## src/rtl/firewall_if.sv

```systemverilog
// ----------------------------------------------------------------------------
// firewall_if
// Dibit stream bundle between the preamble/SFD stripper, the MAC filter and
// the downstream aggregator.
//   axiiv      : input dibit valid (high for the whole frame)
//   axiid      : input dibit, MSB-first
//   axiov      : filtered output dibit valid
//   axiod      : filtered output dibit (2'b00 whenever axiov is low)
//   drop_count : frames rejected on destination-MAC mismatch
// master drives the input stream and observes the results; slave is the filter.
// ----------------------------------------------------------------------------
interface firewall_if;
    logic        axiiv;
    logic [1:0]  axiid;
    logic        axiov;
    logic [1:0]  axiod;
    logic [15:0] drop_count;

    modport master (
        output axiiv,
        output axiid,
        input  axiov,
        input  axiod,
        input  drop_count
    );

    modport slave (
        input  axiiv,
        input  axiid,
        output axiov,
        output axiod,
        output drop_count
    );
endinterface

```

## src/rtl/firewall.sv

```systemverilog
// ----------------------------------------------------------------------------
// firewall
// Receive-side Ethernet MAC filter. Checks the destination MAC of each frame
// (dibits 0..23) against MAC_ADDR or broadcast, strips the 14-byte header
// (56 dibits) and forwards payload+FCS dibits of accepted frames one cycle
// later. Rejected frames are counted in a wrapping 16-bit drop counter.
// Ports:
//   clk : system clock (RMII domain)
//   rst : asynchronous active-high reset
//   bus : firewall_if.slave (axiiv/axiid in, axiov/axiod/drop_count out)
// ----------------------------------------------------------------------------
module firewall #(
    parameter logic [47:0] MAC_ADDR = 48'h69_69_5A_06_54_91
) (
    input  logic      clk,
    input  logic      rst,
    firewall_if.slave bus
);

    localparam logic [1:0] StIdle    = 2'd0;
    localparam logic [1:0] StHeader  = 2'd1;
    localparam logic [1:0] StForward = 2'd2;
    localparam logic [1:0] StDrop    = 2'd3;

    localparam logic [5:0] IdxDestLast = 6'd23;
    localparam logic [5:0] IdxHdrLast  = 6'd55;

    logic [1:0]  r_state;
    logic [5:0]  r_idx;
    logic        r_m_own;
    logic        r_m_bc;
    logic        r_axiov;
    logic [1:0]  r_axiod;
    logic [15:0] r_drop_count;

    logic [1:0]  w_state_d;
    logic [5:0]  w_idx_d;
    logic        w_m_own_d;
    logic        w_m_bc_d;
    logic        w_axiov_d;
    logic [1:0]  w_axiod_d;
    logic [15:0] w_drop_count_d;

    logic [1:0]  w_mac_dibit;
    logic        w_own_hit;
    logic        w_bc_hit;
    logic        w_own_keep;
    logic        w_bc_keep;

    // Expected address dibit for the current index; only meaningful for idx 0..23.
    assign w_mac_dibit = 2'(MAC_ADDR >> (7'd46 - {r_idx, 1'b0}));
    assign w_own_hit   = (bus.axiid == w_mac_dibit);
    assign w_bc_hit    = (bus.axiid == 2'b11);
    assign w_own_keep  = r_m_own & w_own_hit;
    assign w_bc_keep   = r_m_bc & w_bc_hit;

    always_comb begin
        w_state_d      = r_state;
        w_idx_d        = r_idx;
        w_m_own_d      = r_m_own;
        w_m_bc_d       = r_m_bc;
        w_axiov_d      = 1'b0;
        w_axiod_d      = 2'b00;
        w_drop_count_d = r_drop_count;

        if (!bus.axiiv) begin
            // Gap between frames: the only way out of DROP.
            w_state_d = StIdle;
            w_idx_d   = 6'd0;
            w_m_own_d = 1'b0;
            w_m_bc_d  = 1'b0;
        end else begin
            case (r_state)
                StIdle: begin
                    // This dibit is idx 0 of a new frame.
                    w_state_d = StHeader;
                    w_idx_d   = 6'd1;
                    w_m_own_d = w_own_hit;
                    w_m_bc_d  = w_bc_hit;
                end
                StHeader: begin
                    if (r_idx <= IdxDestLast) begin
                        w_m_own_d = w_own_keep;
                        w_m_bc_d  = w_bc_keep;
                    end
                    if (r_idx == IdxDestLast && !w_own_keep && !w_bc_keep) begin
                        w_state_d      = StDrop;
                        w_idx_d        = 6'd0;
                        w_m_own_d      = 1'b0;
                        w_m_bc_d       = 1'b0;
                        w_drop_count_d = r_drop_count + 16'd1;
                    end else if (r_idx == IdxHdrLast) begin
                        w_state_d = StForward;
                        w_idx_d   = 6'd0;
                    end else begin
                        w_idx_d = r_idx + 6'd1;
                    end
                end
                StForward: begin
                    w_axiov_d = 1'b1;
                    w_axiod_d = bus.axiid;
                end
                default: begin
                    // StDrop: swallow dibits until axiiv falls.
                    w_state_d = StDrop;
                end
            endcase
        end
    end

    always_ff @(posedge clk or posedge rst) begin
        if (rst) begin
            r_state      <= StDrop;
            r_idx        <= 6'd0;
            r_m_own      <= 1'b0;
            r_m_bc       <= 1'b0;
            r_axiov      <= 1'b0;
            r_axiod      <= 2'b00;
            r_drop_count <= 16'd0;
        end else begin
            r_state      <= w_state_d;
            r_idx        <= w_idx_d;
            r_m_own      <= w_m_own_d;
            r_m_bc       <= w_m_bc_d;
            r_axiov      <= w_axiov_d;
            r_axiod      <= w_axiod_d;
            r_drop_count <= w_drop_count_d;
        end
    end

    assign bus.axiov      = r_axiov;
    assign bus.axiod      = r_axiod;
    assign bus.drop_count = r_drop_count;

endmodule
```

## src/flat_wrapper.sv

```systemverilog
// flat-port wrapper written by rule: the top's interface ports become plain ports
module firewall_flat 
#(
    parameter logic [47:0] MAC_ADDR = 48'h69_69_5A_06_54_91
)
  (clk, rst, bus_axiiv, bus_axiid, bus_axiov, bus_axiod, bus_drop_count);
  firewall_if bus_i ();
  input  logic clk;
  input  logic rst;
  input wire logic [$bits(bus_i.axiiv)-1:0] bus_axiiv;
  input wire logic [$bits(bus_i.axiid)-1:0] bus_axiid;
  output wire logic [$bits(bus_i.axiov)-1:0] bus_axiov;
  output wire logic [$bits(bus_i.axiod)-1:0] bus_axiod;
  output wire logic [$bits(bus_i.drop_count)-1:0] bus_drop_count;
  assign bus_i.axiiv = bus_axiiv;
  assign bus_i.axiid = bus_axiid;
  assign bus_axiov = bus_i.axiov;
  assign bus_axiod = bus_i.axiod;
  assign bus_drop_count = bus_i.drop_count;
  firewall #(.MAC_ADDR(MAC_ADDR)) u_core (.clk(clk), .rst(rst), .bus(bus_i));
endmodule
```

## config.mk

```make
export PLATFORM = sky130hd
export DESIGN_NAME = firewall_flat
export DESIGN_NICKNAME = d
export VERILOG_FILES = /design/src/rtl/firewall_if.sv /design/src/rtl/firewall.sv /design/src/flat_wrapper.sv
export SDC_FILE = /design/constraint.sdc
export NUM_CORES = 1
export LEC_CHECK = 0
export CORE_ASPECT_RATIO = 0.9
export CORE_MARGIN = 3
export CORE_UTILIZATION = 50
export CTS_CLUSTER_DIAMETER = 120
export DETAILED_ROUTE_END_ITERATION = 10
export GPL_ROUTABILITY_DRIVEN = 0
export PLACE_DENSITY = 0.83
export SLEW_MARGIN = 20
export SYNTH_ARGS = -nofsm -noshare
export SYNTH_HDL_FRONTEND = slang
export SYNTH_SLANG_ARGS = --single-unit
export TNS_END_PERCENT = 10
```

## constraint.sdc

```tcl
create_clock -name clk -period 2.7 [get_ports clk]
set_input_delay 0.81 -clock clk [delete_from_list [all_inputs] [get_ports clk]]
set_output_delay 0.81 -clock clk [all_outputs]
set_load 0.01 [all_outputs]
```

After elaboration in Yosys (flattened, before gate mapping)

Cells that the tools add are included.

$add $sub $neg: 3
Magnitude comparators: 1
Equal/unequal tests: 10
Shift operators: 1
Muxes and demuxes: 20
Bitwise operators: 2
Reductions and logical operators: 8

Operators by type and width:

| operator                                              | number |
|---|---|
| >> shifter 47 x 7 -> 2 bit, first input constant      | 1 |
| 2-to-1 mux 6 bit                                      | 3 |
| adder 16 x 1 -> 16 bit, second input constant         | 1 |
| case mux 6 bit (2 select lines)                       | 1 |
| 2-to-1 mux 2 bit                                      | 5 |
| 2-to-1 mux 1 bit                                      | 8 |
| inequality test 4 x 2 -> 1 bit, second input constant | 2 |
| subtractor 6 x 7 -> 7 bit, first input constant       | 1 |
| adder 6 x 1 -> 6 bit, second input constant           | 1 |
| == test 6 x 5 -> 1 bit, second input constant         | 1 |
| == test 6 bit, second input constant                  | 1 |
| <= comparator 6 x 5 -> 1 bit, second input constant   | 1 |
| case mux 2 bit (3 select lines)                       | 1 |
| == test 2 bit, second input constant                  | 2 |
| case mux 1 bit (2 select lines)                       | 2 |
| AND reduction 2 bit                                   | 2 |
| inequality test 3 x 1 -> 1 bit, second input constant | 1 |
| AND reduction 3 bit                                   | 1 |
| AND 1 bit                                             | 2 |
| == test 2 x 1 -> 1 bit, second input constant         | 1 |
| == test 2 bit                                         | 1 |
| logical AND 1 bit                                     | 2 |
| zero test 1 bit                                       | 2 |
| zero test 2 bit                                       | 1 |
| inequality test 2 bit, second input constant          | 1 |

Register bits: 29
Input port bits: 5
Output and inout bits: 19
Word-level logic and storage cells: 52

Depth between registers and ports, before layout

Gate-level depths: netlist of the first run.

Depth after elaboration: 10
Gate-level depth with buffers: 10
Gate-level depth less buffers: 9

Worst setup path after synthesis of the first run

No wires, ideal clock.

Path kind: register -> register
From: reg u_core.r_idx[0]
To: reg u_core.r_drop_count[1] (netlist: u_core.bus.drop_count[1])
Setup time: 0.121 ns
Arrival time: 2.246 ns
Required time: 2.579 ns
Setup slack: 0.333 ns
Stages on the path, launching flop included: 9
Path buffers: 0
Clock period less this slack: 2.367 ns
Cell sequence: dfrtp_1 > inv_1 > ha_1 > or3_1 > a31oi_1 > xor2_2 > nor3b_4 > or3_4 > a22o_1

Cells in the longest elaborated chain, start to end: 8
Elaborated cells on any way between the ends: 9
Classes of those cells: 1 x add/sub; 2 x eq/ne; 1 x shift; 1 x bitwise; 4 x reduce/logical

RTL lines:

| what                                     | line            | source |
|---|---|---|
| start: declaration                       | firewall.sv:29  | `logic [5:0] r_idx;` |
| start signal: assignment                 | firewall.sv:122 | `r_idx <= w_idx_d;` |
| subtractor 6 x 7 -> 7 bit                | firewall.sv:51  | `assign w_mac_dibit = 2'(MAC_ADDR >> (7'd46 - {r_idx, 1'b0}));` |
| >> shifter 47 x 7 -> 2 bit               | firewall.sv:51  |  |
| == test 2 bit                            | firewall.sv:52  | `assign w_own_hit = (bus.axiid == w_mac_dibit);` |
| AND 1 bit                                | firewall.sv:54  | `assign w_own_keep = r_m_own & w_own_hit;` |
| zero test 1 bit                          | firewall.sv:86  | `if (r_idx == IdxDestLast && !w_own_keep && !w_bc_keep) begin` |
| logical AND 1 bit (*) (2 in a row)       | firewall.sv:86  |  |
| AND reduction 3 bit (no source line) (*) | --              |  |
| end signal: assignment                   | firewall.sv:127 | `r_drop_count <= w_drop_count_d;` |
| end: declaration                         | firewall.sv:34  | `logic [15:0] r_drop_count;` |

Mark *: on every way between the ends. The rest lies on a longest branch, timed or not.
A chain may end at the register's enable or synchronous reset.

Worst setup path in the final report of the first run

From: reg u_core.r_idx[1]
To: reg u_core.r_idx[5]

Cells in the longest elaborated chain, start to end: 10
Elaborated cells on any way between the ends: 14
Classes of those cells: 2 x add/sub; 3 x eq/ne; 1 x shift; 4 x mux; 1 x bitwise; 3 x reduce/logical

RTL lines:

| what                                | line           | source |
|---|---|---|
| subtractor 6 x 7 -> 7 bit           | firewall.sv:51 |  |
| >> shifter 47 x 7 -> 2 bit          | firewall.sv:51 |  |
| == test 2 bit                       | firewall.sv:52 |  |
| AND 1 bit                           | firewall.sv:54 |  |
| zero test 1 bit                     | firewall.sv:86 |  |
| logical AND 1 bit (2 in a row)      | firewall.sv:86 |  |
| 2-to-1 mux 6 bit (*)                | firewall.sv:86 |  |
| case mux 6 bit (2 select lines) (*) | firewall.sv:73 | `case (r_state)` |
| 2-to-1 mux 6 bit (*)                | firewall.sv:66 | `if (!bus.axiiv) begin` |

Marked as above.

==> results of run 1 <==
[through the flow]
step / cells / power [mW] / hold WS [ns]
floorplan: 170 / 0.5091 / 0.4953
global placement: 241 / 0.5356 / 0.4593
detailed placement: 241 / 0.5385 / 0.4709
CTS: 249 / 0.8759 / 0.4790
global route: 249 / 0.9046 / 0.4974
finish: 249 / 0.8646 / 0.4750
[metal layers]
metal / vias to the layer above / track usage (%) / routed length [um]
li1: 684 / - / -
met1: 712 / 26.71 / 1701
met2: 45 / 33.75 / 1833
met3: 9 / 5.839 / 184
met4: 0 / 11.85 / 80
met5: - / 0 / 0
[registers in the layout (all words and copies together) (netlist names)]
register and cells:
u_core.bus.axiod 2, u_core.bus.axiov 1, u_core.bus.drop_count 16, u_core.r_idx 6
u_core.r_m_bc 1, u_core.r_m_own 1, u_core.r_state 2
[critical path: cells and delay by family, from the launching register on]
| family | cells | cell delay (ns) |
|---|---|---|
| AOI/OAI and AO/OA | 2 | 0.50 |
| xor gates and xnor gates | 1 | 0.16 |
| adders and majority gates | 1 | 0.30 |
| buffers and inverters | 2 | 0.29 |
| DFF | 1 | 0.43 |
| and+or+nand+nor | 3 | 0.72 |
[synthesized netlist by cell type, types with 2 or more instances]
cell / count
and2_1: 5
nand2b_1: 2
a2bb2oi_1: 2
dfrtp_1: 27
o2111ai_1: 2
nor3_2: 3
buf_2: 2
nor2b_1: 3
dfstp_2: 2
and3_1: 2
nand2_1: 15
xor2_1: 14
nand4_1: 6
inv_1: 7
xnor2_1: 2
or2_2: 2
a21oi_1: 5
or3_1: 2
buf_6: 2
nor3_1: 7
ha_1: 6
nand3_1: 10
o22ai_1: 2
or3_4: 2
nor4_1: 5
nor2_1: 6
o21ai_0: 6
[path summary, 6_finish.rpt]
check	cells past startpoint	startpoint	slack, ns	endpoint
max	9	u_core.r_idx[1]$_DFFE_PP0P_	0.19	u_core.r_idx[5]$_DFFE_PP0P_
min	1	u_core.bus.drop_count[15]$_DFFE_PP0P_	0.48	u_core.bus.drop_count[15]$_DFFE_PP0P_
min reg2reg	1	u_core.bus.drop_count[15]$_DFFE_PP0P_	0.48	u_core.bus.drop_count[15]$_DFFE_PP0P_
max in group asynchronous	3	rst	1.49	u_core.r_state[1]$_DFFE_PP1P_
min in group asynchronous	3	rst	0.90	u_core.r_m_bc$_DFFE_PP0P_
max reg2reg	9	u_core.r_idx[1]$_DFFE_PP0P_	0.19	u_core.r_idx[5]$_DFFE_PP0P_
[area by class of cell]
class,instances,area [um^2],area share [%]
multi-input cells,126,914.6,42.80
flip-flops and latches,29,729.5,34.13
repair buffers,36,327.8,15.34
clock buffers,6,72.57,3.396
well taps,42,52.55,2.459
inverters,8,30.03,1.405
clock inverters,2,10.01,0.4684
[cells by family after synthesis]
| group | count (synthesis) |
|---|---|
| XOR/XNOR | 18 |
| buffers and inverters | 15 |
| AND/OR/NAND/NOR | 74 |
| flip-flops | 29 |
| multiplexers | 1 |
| adder cells (fa/ha/maj) | 6 |
| AO/OA/AOI/OAI | 27 |
[power groups by stage]
stage	Combinational, mW	Clock (mW)	Sequential, mW
floorplan	0.0579	0	0.451
global placement	0.0840	0	0.452
detailed placement	0.0863	0	0.452
CTS	0.0868	0.344	0.445
global route	0.0962	0.363	0.446
finish	0.0870	0.332	0.445
==> impl_metrics.yaml, run 1 <==
floorplan:
  die_height_um: 61.26
  num_rows: 19
  ioPinCount: 24
  dieWidth_um: 67.40
  core_area_um2: 3162
  dieArea_um2: 4129
  initial_utilization_pct: 53.66
timing:
  finalMaxSlewViolations: 0
  hold_violations: 0
  worst_pin_slew_ns: 0.3660
  setup_violations: 0
  rsz0062_at_grt: "no"
  max_slew_margin_pct: 75.60
  fin_crit_sh_pct: 93.12
  setup_slack_ns: 0.1856
  final.setup_skew_ns: 0.003535
  clock.fmax_mhz: 397.7
  min_period_ns: 2.514
  fin_tns_setup_ns: 0
clocking:
  cts_hold_buf: 0
  cts-buffers-inserted: 5
  h-tree-depth: 2
  clock_sinks: 29
  insertion_delay_ns: 0.28
  cts_setup_buffers: 0
  cts_root_buf: "clkbuf_8"
  clk_path_buf_depth: 2
  cts_tree: "yes"
  cts_resized: 0
  clk_pin_slew_ns: 0.06
finish:
  area_delta_synth_final_pct: 25.96
  post-route-cell-area_um2: 2137
  antenna_cells: 0
  drive_gt1_share_pct: 18.84
  final_common_cell: "dfrtp_1"
  finalCoreUtilization_pct: 67.59
  fin_nets: 217
  final_cell_mix: "dfrtp_1, clkdlybuf4s50_1, nand2_1"
  fillers: 229
route:
  routed_via_density: 5.823
  wirelength_um: 3800
  drt_first_pass_iters: 4
  ant_nets: 0
  vias: 1450
  drt_iter0_markers: 108
  routedWlPerCell_um: 15.26
  drc: 0
power_and_ir_drop:
  swShare_pct: 24.15
  irDropWorstVdd_v: 0.0002867
  seqPwrFrac_pct: 51.5
  power_density_nw_per_um2: 404.6
  netSwitchingPower_uw: 208.8
  power.share.clock_pct: 38.4
  combPwrFrac_pct: 10.1
  leakagePower_nw: 0.9897
  intPower_uw: 655.8
setup_path:
  crit_chain: "inv_1 -> ha_1 -> or3_1 -> a31oi_1 -> xor2_2 -> nor3b_4 -> buf_4 -> nor2_1 -> o41ai_1"
  slowest_delay_ns: 0.43
  crit_type: "reg -> reg"
  crit_arrival_ns: 2.68
  cp.required_ns: 2.86
  crit_slowest_cell: "dfrtp_2"
  cp_max_fo: 8
  worstSetupStartpointType: "flop"
  crit_path_end_kind: "flop"
placed_design:
  io_buffers: 23
  dp_slack_ns: 0.01296
  dpl_cell_area_um2: 2032
  dpl.hpwl_um: 2849
synthesis:
  synthArstFlopShare_pct: 100.0
  synth-simple-area-share_pct: 25.59
  synth-seq-area-share_pct: 42.92
  yosys_register_bits: 29
  syn-mean-instance-area_um2: 9.980
  synth_fa_ha_area_share_pct: 4.425
  synth_cell_type_count: 48
  syn_inst: 170
  synth_xor_xnor_area_share_pct: 10.84
  synth_top_area_share_pct: 39.82
  yosysWarnings: 0
  synth-edff-count: 0
  synthFlopType: "dfrtp_1"
  synth_nets: 181
  synth_top_family_by_area: "simple AND/OR/NAND/NOR gates"
  synth_area_leaders: "dfrtp_1, xor2_1, ha_1"
  synth_top_cell_by_area: "dfrtp_1"
  synth_compound_area_share_pct: 11.14
  syn_area_um2: 1697
  synthMuxAreaShare_pct: 0.6637
grt:
  first_global_vias: 1374
  antenna_found_initial: 0
  grt-ovfl-total: 0
  grt_max_degree: 30
  grt_pass1_wl_um: 6403
  grt_usage_pct: 21.34
hold_path:
  hp-class: "reg -> reg"
outcome:
  status: "finished, final reports clean"
job:
  cap_viol_max_count: 0
(Power assumes the default switching activity.)
==> run 2: changes to the inputs <==
--- a/config.mk
+++ b/config.mk
@@ -6,7 +6,7 @@
 export NUM_CORES = 1
 export LEC_CHECK = 0
 export CORE_ASPECT_RATIO = 0.9
-export CORE_MARGIN = 3
+export CORE_MARGIN = 1.5
 export CORE_UTILIZATION = 50
 export CTS_CLUSTER_DIAMETER = 120
 export DETAILED_ROUTE_END_ITERATION = 10
==> impl_metrics.yaml, run 2 (same netlist as run 1, synthesis figures left out) <==
clocking:
  cts_root_buf: "clkbuf_8"
  clk_path_buf_depth: 2
  cts-buffers-inserted: 5
  insertion_delay_ns: 0.29
  h-tree-depth: 2
  cts_setup_buffers: 0
  cts_tree: "yes"
  clk_pin_slew_ns: 0.06
  clock_sinks: 29
  cts_hold_buf: 0
timing:
  setup_violations: 0
  min_period_ns: 2.616
  setup_slack_ns: 0.08434
  worst_pin_slew_ns: 0.3977
  max_slew_margin_pct: 73.24
  clock.fmax_mhz: 382.3
  final.setup_skew_ns: 0.01096
  hold_violations: 0
  finalMaxSlewViolations: 0
  hold_ws_ns: 0.4619
  fin_crit_sh_pct: 96.88
outcome:
  status: "finished, final reports clean"
setup_path:
  slowest_delay_ns: 0.43
  cp_max_fo: 8
  crit_chain: "inv_1 -> ha_1 -> or3_1 -> a31oi_2 -> xor2_2 -> nor3b_4 -> buf_4 -> nor4_2 -> xnor2_1"
  crit_arrival_ns: 2.81
  crit_type: "reg -> reg"
  worstSetupStartpointType: "flop"
  crit_path_end_kind: "flop"
  crit_slowest_cell: "dfrtp_2"
  cp.required_ns: 2.89
grt:
  grt_max_degree: 30
  grt_pass1_wl_um: 7058
  first_global_vias: 1488
  grt-ovfl-total: 0
  antenna_found_initial: 0
  grt_usage_pct: 25.02
placed_design:
  dp_slack_ns: -0.02722
  io_buffers: 23
  dpl.hpwl_um: 2907
job:
  cap_viol_max_count: 0
route:
  vias: 1462
  drt_iter0_markers: 63
  ant_nets: 0
  wirelength_um: 4126
  routed_via_density: 5.848
  routedWlPerCell_um: 16.50
  drt_first_pass_iters: 4
  drc: 0
finish:
  area_delta_synth_final_pct: 26.70
  largest_reg_flops: 16
  fin_nets: 218
  final_cell_mix: "dfrtp_1, clkdlybuf4s50_1, nand2_1"
  antenna_cells: 0
  drive_gt1_share_pct: 19.23
  final_common_cell: "dfrtp_1"
floorplan:
  dieArea_um2: 3752
  die_height_um: 58.26
  dieWidth_um: 64.40
  ioPinCount: 24
  num_rows: 19
  initial_utilization_pct: 54.07
  core_area_um2: 3138
power_and_ir_drop:
  leakagePower_nw: 0.9952
  power_density_nw_per_um2: 420.4
  irDropWorstVdd_v: 0.0002478
hold_path:
  hp-class: "reg -> reg"
run 2: layout make-up:
| type | count | area (um^2) |
|---|---|---|
| timing repair buffer | 37 | 335.3 |
| fill | 241 | 988.4 |
| tap | 42 | 52.55 |
| sequential | 29 | 729.5 |
| clock buffer | 8 | 90.09 |
| multi-input combinational | 126 | 912.1 |
| inverter | 8 | 30.03 |
run 2: critical path, delay by kind of cell (launching register included):
| family | cells | cell delay (ns) |
|---|---|---|
| flops | 1 | 0.43 |
| buf+inv | 2 | 0.26 |
| simple gates | 3 | 0.84 |
| compound gates | 1 | 0.21 |
| xor+xnor | 2 | 0.46 |
| fa+ha+maj | 1 | 0.32 |
run 2: worst paths after layout:
check,slack [ns],cells after the start,start,to
worst max-delay path,0.08,9,u_core.r_idx[1]$_DFFE_PP0P_,u_core.bus.drop_count[12]$_DFFE_PP0P_
worst min-delay path,0.46,1,u_core.bus.drop_count[15]$_DFFE_PP0P_,u_core.bus.drop_count[15]$_DFFE_PP0P_
worst max register to register,0.08,9,u_core.r_idx[1]$_DFFE_PP0P_,u_core.bus.drop_count[12]$_DFFE_PP0P_
worst min register to register,0.46,1,u_core.bus.drop_count[15]$_DFFE_PP0P_,u_core.bus.drop_count[15]$_DFFE_PP0P_
max in group asynchronous,1.50,3,rst,u_core.r_state[1]$_DFFE_PP1P_
min in group asynchronous,0.90,3,rst,u_core.bus.drop_count[7]$_DFFE_PP0P_
run 2: what timing repair did:
action / 4_1_cts / 5_1_grt
endpoints found under the setup margin: 1 / 8
gates resized for setup: 1 / 3
pin swaps: 0 / 1
run 2: per-stage QoR:
step                      TNS [ns]  total power [mW]  util [%]  std cells  area [um^2]
after CTS                        0            0.9021     68.06        250         2136
final                            0            0.9037     68.50        250         2150
after detailed placement  -0.04903            0.5420     64.99        242         2039
after global routing      -0.02836            0.9343     68.50        250         2150
after global placement           0            0.5373     64.99        242         2039
after floorplan                  0            0.5091         -        170         1697
run 2: report_power, final:
| part | internal (mW) | leakage (nW) | switching, mW |
|---|---|---|---|
| registers | 0.440 | 0.389 | 0.00509 |
| clock network | 0.207 | 0.0455 | 0.158 |
| logic | 0.0401 | 0.561 | 0.0528 |
run 2: metal layers:
layer  global-route usage (%)  vias up  part of all wire [%]
li1                         -      684                     -
met1                    32.24      702                    43
met2                    40.48       61                    48
met3                    7.184       15                   6.6
met4                    9.422        0                   2.6
met5                        0        -                     0
==> run 3: changes to the inputs <==
--- a/config.mk
+++ b/config.mk
@@ -11,6 +11,7 @@
 export CTS_CLUSTER_DIAMETER = 120
 export DETAILED_ROUTE_END_ITERATION = 10
 export GPL_ROUTABILITY_DRIVEN = 0
+export MAX_ROUTING_LAYER = met4
 export PLACE_DENSITY = 0.83
 export SLEW_MARGIN = 20
 export SYNTH_ARGS = -nofsm -noshare
==> impl_metrics.yaml, run 3 (same netlist as run 1, synthesis figures left out) <==
placed_design:
  dpl.hpwl_um: 2907
  dpl_cell_area_um2: 2039
  dp_slack_ns: -0.02722
  io_buffers: 23
setup_path:
  crit_type: "reg -> reg"
  worstSetupStartpointType: "flop"
  crit_path_end_kind: "flop"
  cp.required_ns: 2.89
  crit_chain: "inv_1 -> ha_1 -> or3_1 -> a31oi_2 -> xor2_2 -> nor3b_4 -> buf_4 -> nor4_2 -> xnor2_1"
  slowest_delay_ns: 0.43
  crit_arrival_ns: 2.81
  crit_slowest_cell: "dfrtp_2"
  cp_max_fo: 8
  r2r_start: "u_core.r_idx[1]$_DFFE_PP0P_"
  reg2reg_slack_ns: 0.09
  r2r_cells: 9
  crit_family: "simple AND/OR/NAND/NOR gates"
  path_buf_inv: 2
  r2r-end: "u_core.bus.drop_count[12]$_DFFE_PP0P_"
finish:
  fin_nets: 218
  final_cell_mix: "dfrtp_1, clkdlybuf4s50_1, nand2_1"
  largest_reg_flops: 16
  area_delta_synth_final_pct: 26.70
  antenna_cells: 0
  final_common_cell: "dfrtp_1"
  finalCoreUtilization_pct: 68.50
  drive_gt1_share_pct: 19.23
  post-route-cell-area_um2: 2150
clocking:
  cts-buffers-inserted: 5
  h-tree-depth: 2
  clk_path_buf_depth: 2
  insertion_delay_ns: 0.29
  cts_setup_buffers: 0
  clock_sinks: 29
  clk_pin_slew_ns: 0.06
  cts_tree: "yes"
  cts_root_buf: "clkbuf_8"
timing:
  setup_slack_ns: 0.08772
  min_period_ns: 2.612
  worst_pin_slew_ns: 0.3977
  hold_ws_ns: 0.4624
  setup_violations: 0
  fin_crit_sh_pct: 96.75
  finalMaxSlewViolations: 0
  max_slew_margin_pct: 73.24
  final.setup_skew_ns: 0.01212
  hold_violations: 0
  clock.fmax_mhz: 382.8
route:
  routed_via_density: 5.828
  drc: 0
  wirelength_um: 4137
  routedWlPerCell_um: 16.55
  drt_iter0_markers: 53
  ant_nets: 0
  vias: 1457
  drt_first_pass_iters: 4
hold_path:
  hp-class: "reg -> reg"
  holdCritStartpoint: "u_core.bus.drop_count[15]$_DFFE_PP0P_"
  min_to: "u_core.bus.drop_count[15]$_DFFE_PP0P_"
  whs_path_depth: 1
grt:
  grt_usage_pct: 25.89
  antenna_found_initial: 0
  first_global_vias: 1471
  grt-ovfl-total: 0
  grt_pass1_wl_um: 7100
  grt_max_degree: 30
floorplan:
  dieWidth_um: 64.40
  core_area_um2: 3138
  ioPinCount: 24
  die_height_um: 58.26
  initial_utilization_pct: 54.07
  dieArea_um2: 3752
  num_rows: 19
power_and_ir_drop:
  fin_total_pwr_uw: 904.0
  irDropWorstVdd_v: 0.0002478
  power_density_nw_per_um2: 420.5
  leakagePower_nw: 0.9952
job:
  cap_viol_max_count: 0
outcome:
  status: "finished, final reports clean"
-- run 3: worst max path at each step --
stage,startpoint,endpoint,slack [ns],cells after the start
finish,u_core.r_idx[1]$_DFFE_PP0P_,u_core.bus.drop_count[12]$_DFFE_PP0P_,0.09,9
global route,u_core.r_idx[1]$_DFFE_PP0P_,u_core.bus.drop_count[15]$_DFFE_PP0P_,-0.01,9
CTS,u_core.r_idx[1]$_DFFE_PP0P_,u_core.bus.drop_count[3]$_DFFE_PP0P_,0.02,9
detailed placement,bus_axiid[1],u_core.bus.drop_count[12]$_DFFE_PP0P_,-0.03,6
global placement,bus_axiid[1],u_core.bus.drop_count[12]$_DFFE_PP0P_,0.03,6
floorplan,u_core.r_idx[0]$_DFFE_PP0P_,u_core.bus.drop_count[1]$_DFFE_PP0P_,0.33,8
-- run 3: where the power goes --
part	leakage (nW)	internal (mW)	switching, mW
clock	0.0455	0.207	0.159
sequential	0.389	0.440	0.00506
combinational	0.561	0.0401	0.0530
-- run 3: stage by stage --
step	instances	TNS (ns)
after floorplan	170	0
after global placement	242	0
after detailed placement	242	-0.04903
after CTS	250	0
after global routing	250	-0.02828
final	250	0
-- run 3: cell type report --
type	instances	area [um^2]
inverters	8	30.03
repair buffers	37	335.3
fillers	241	988.4
well taps	42	52.55
clock buffers	8	90.09
flip-flops and latches	29	729.5
multi-input cells	126	912.1
-- run 3: layer usage --
metal	global-route usage, %	wire length [um]
met5	-	0
met1	32.24	1778
met4	9.422	106
met3	7.184	249
met2	40.77	2003
-- run 3: repair_timing --
action / CTS / global route
gates cloned: 0 / 0
gates resized for setup: 1 / 3
endpoints found under the setup margin: 1 / 8
pin swaps: 0 / 1
hold buffers: 0 / 0
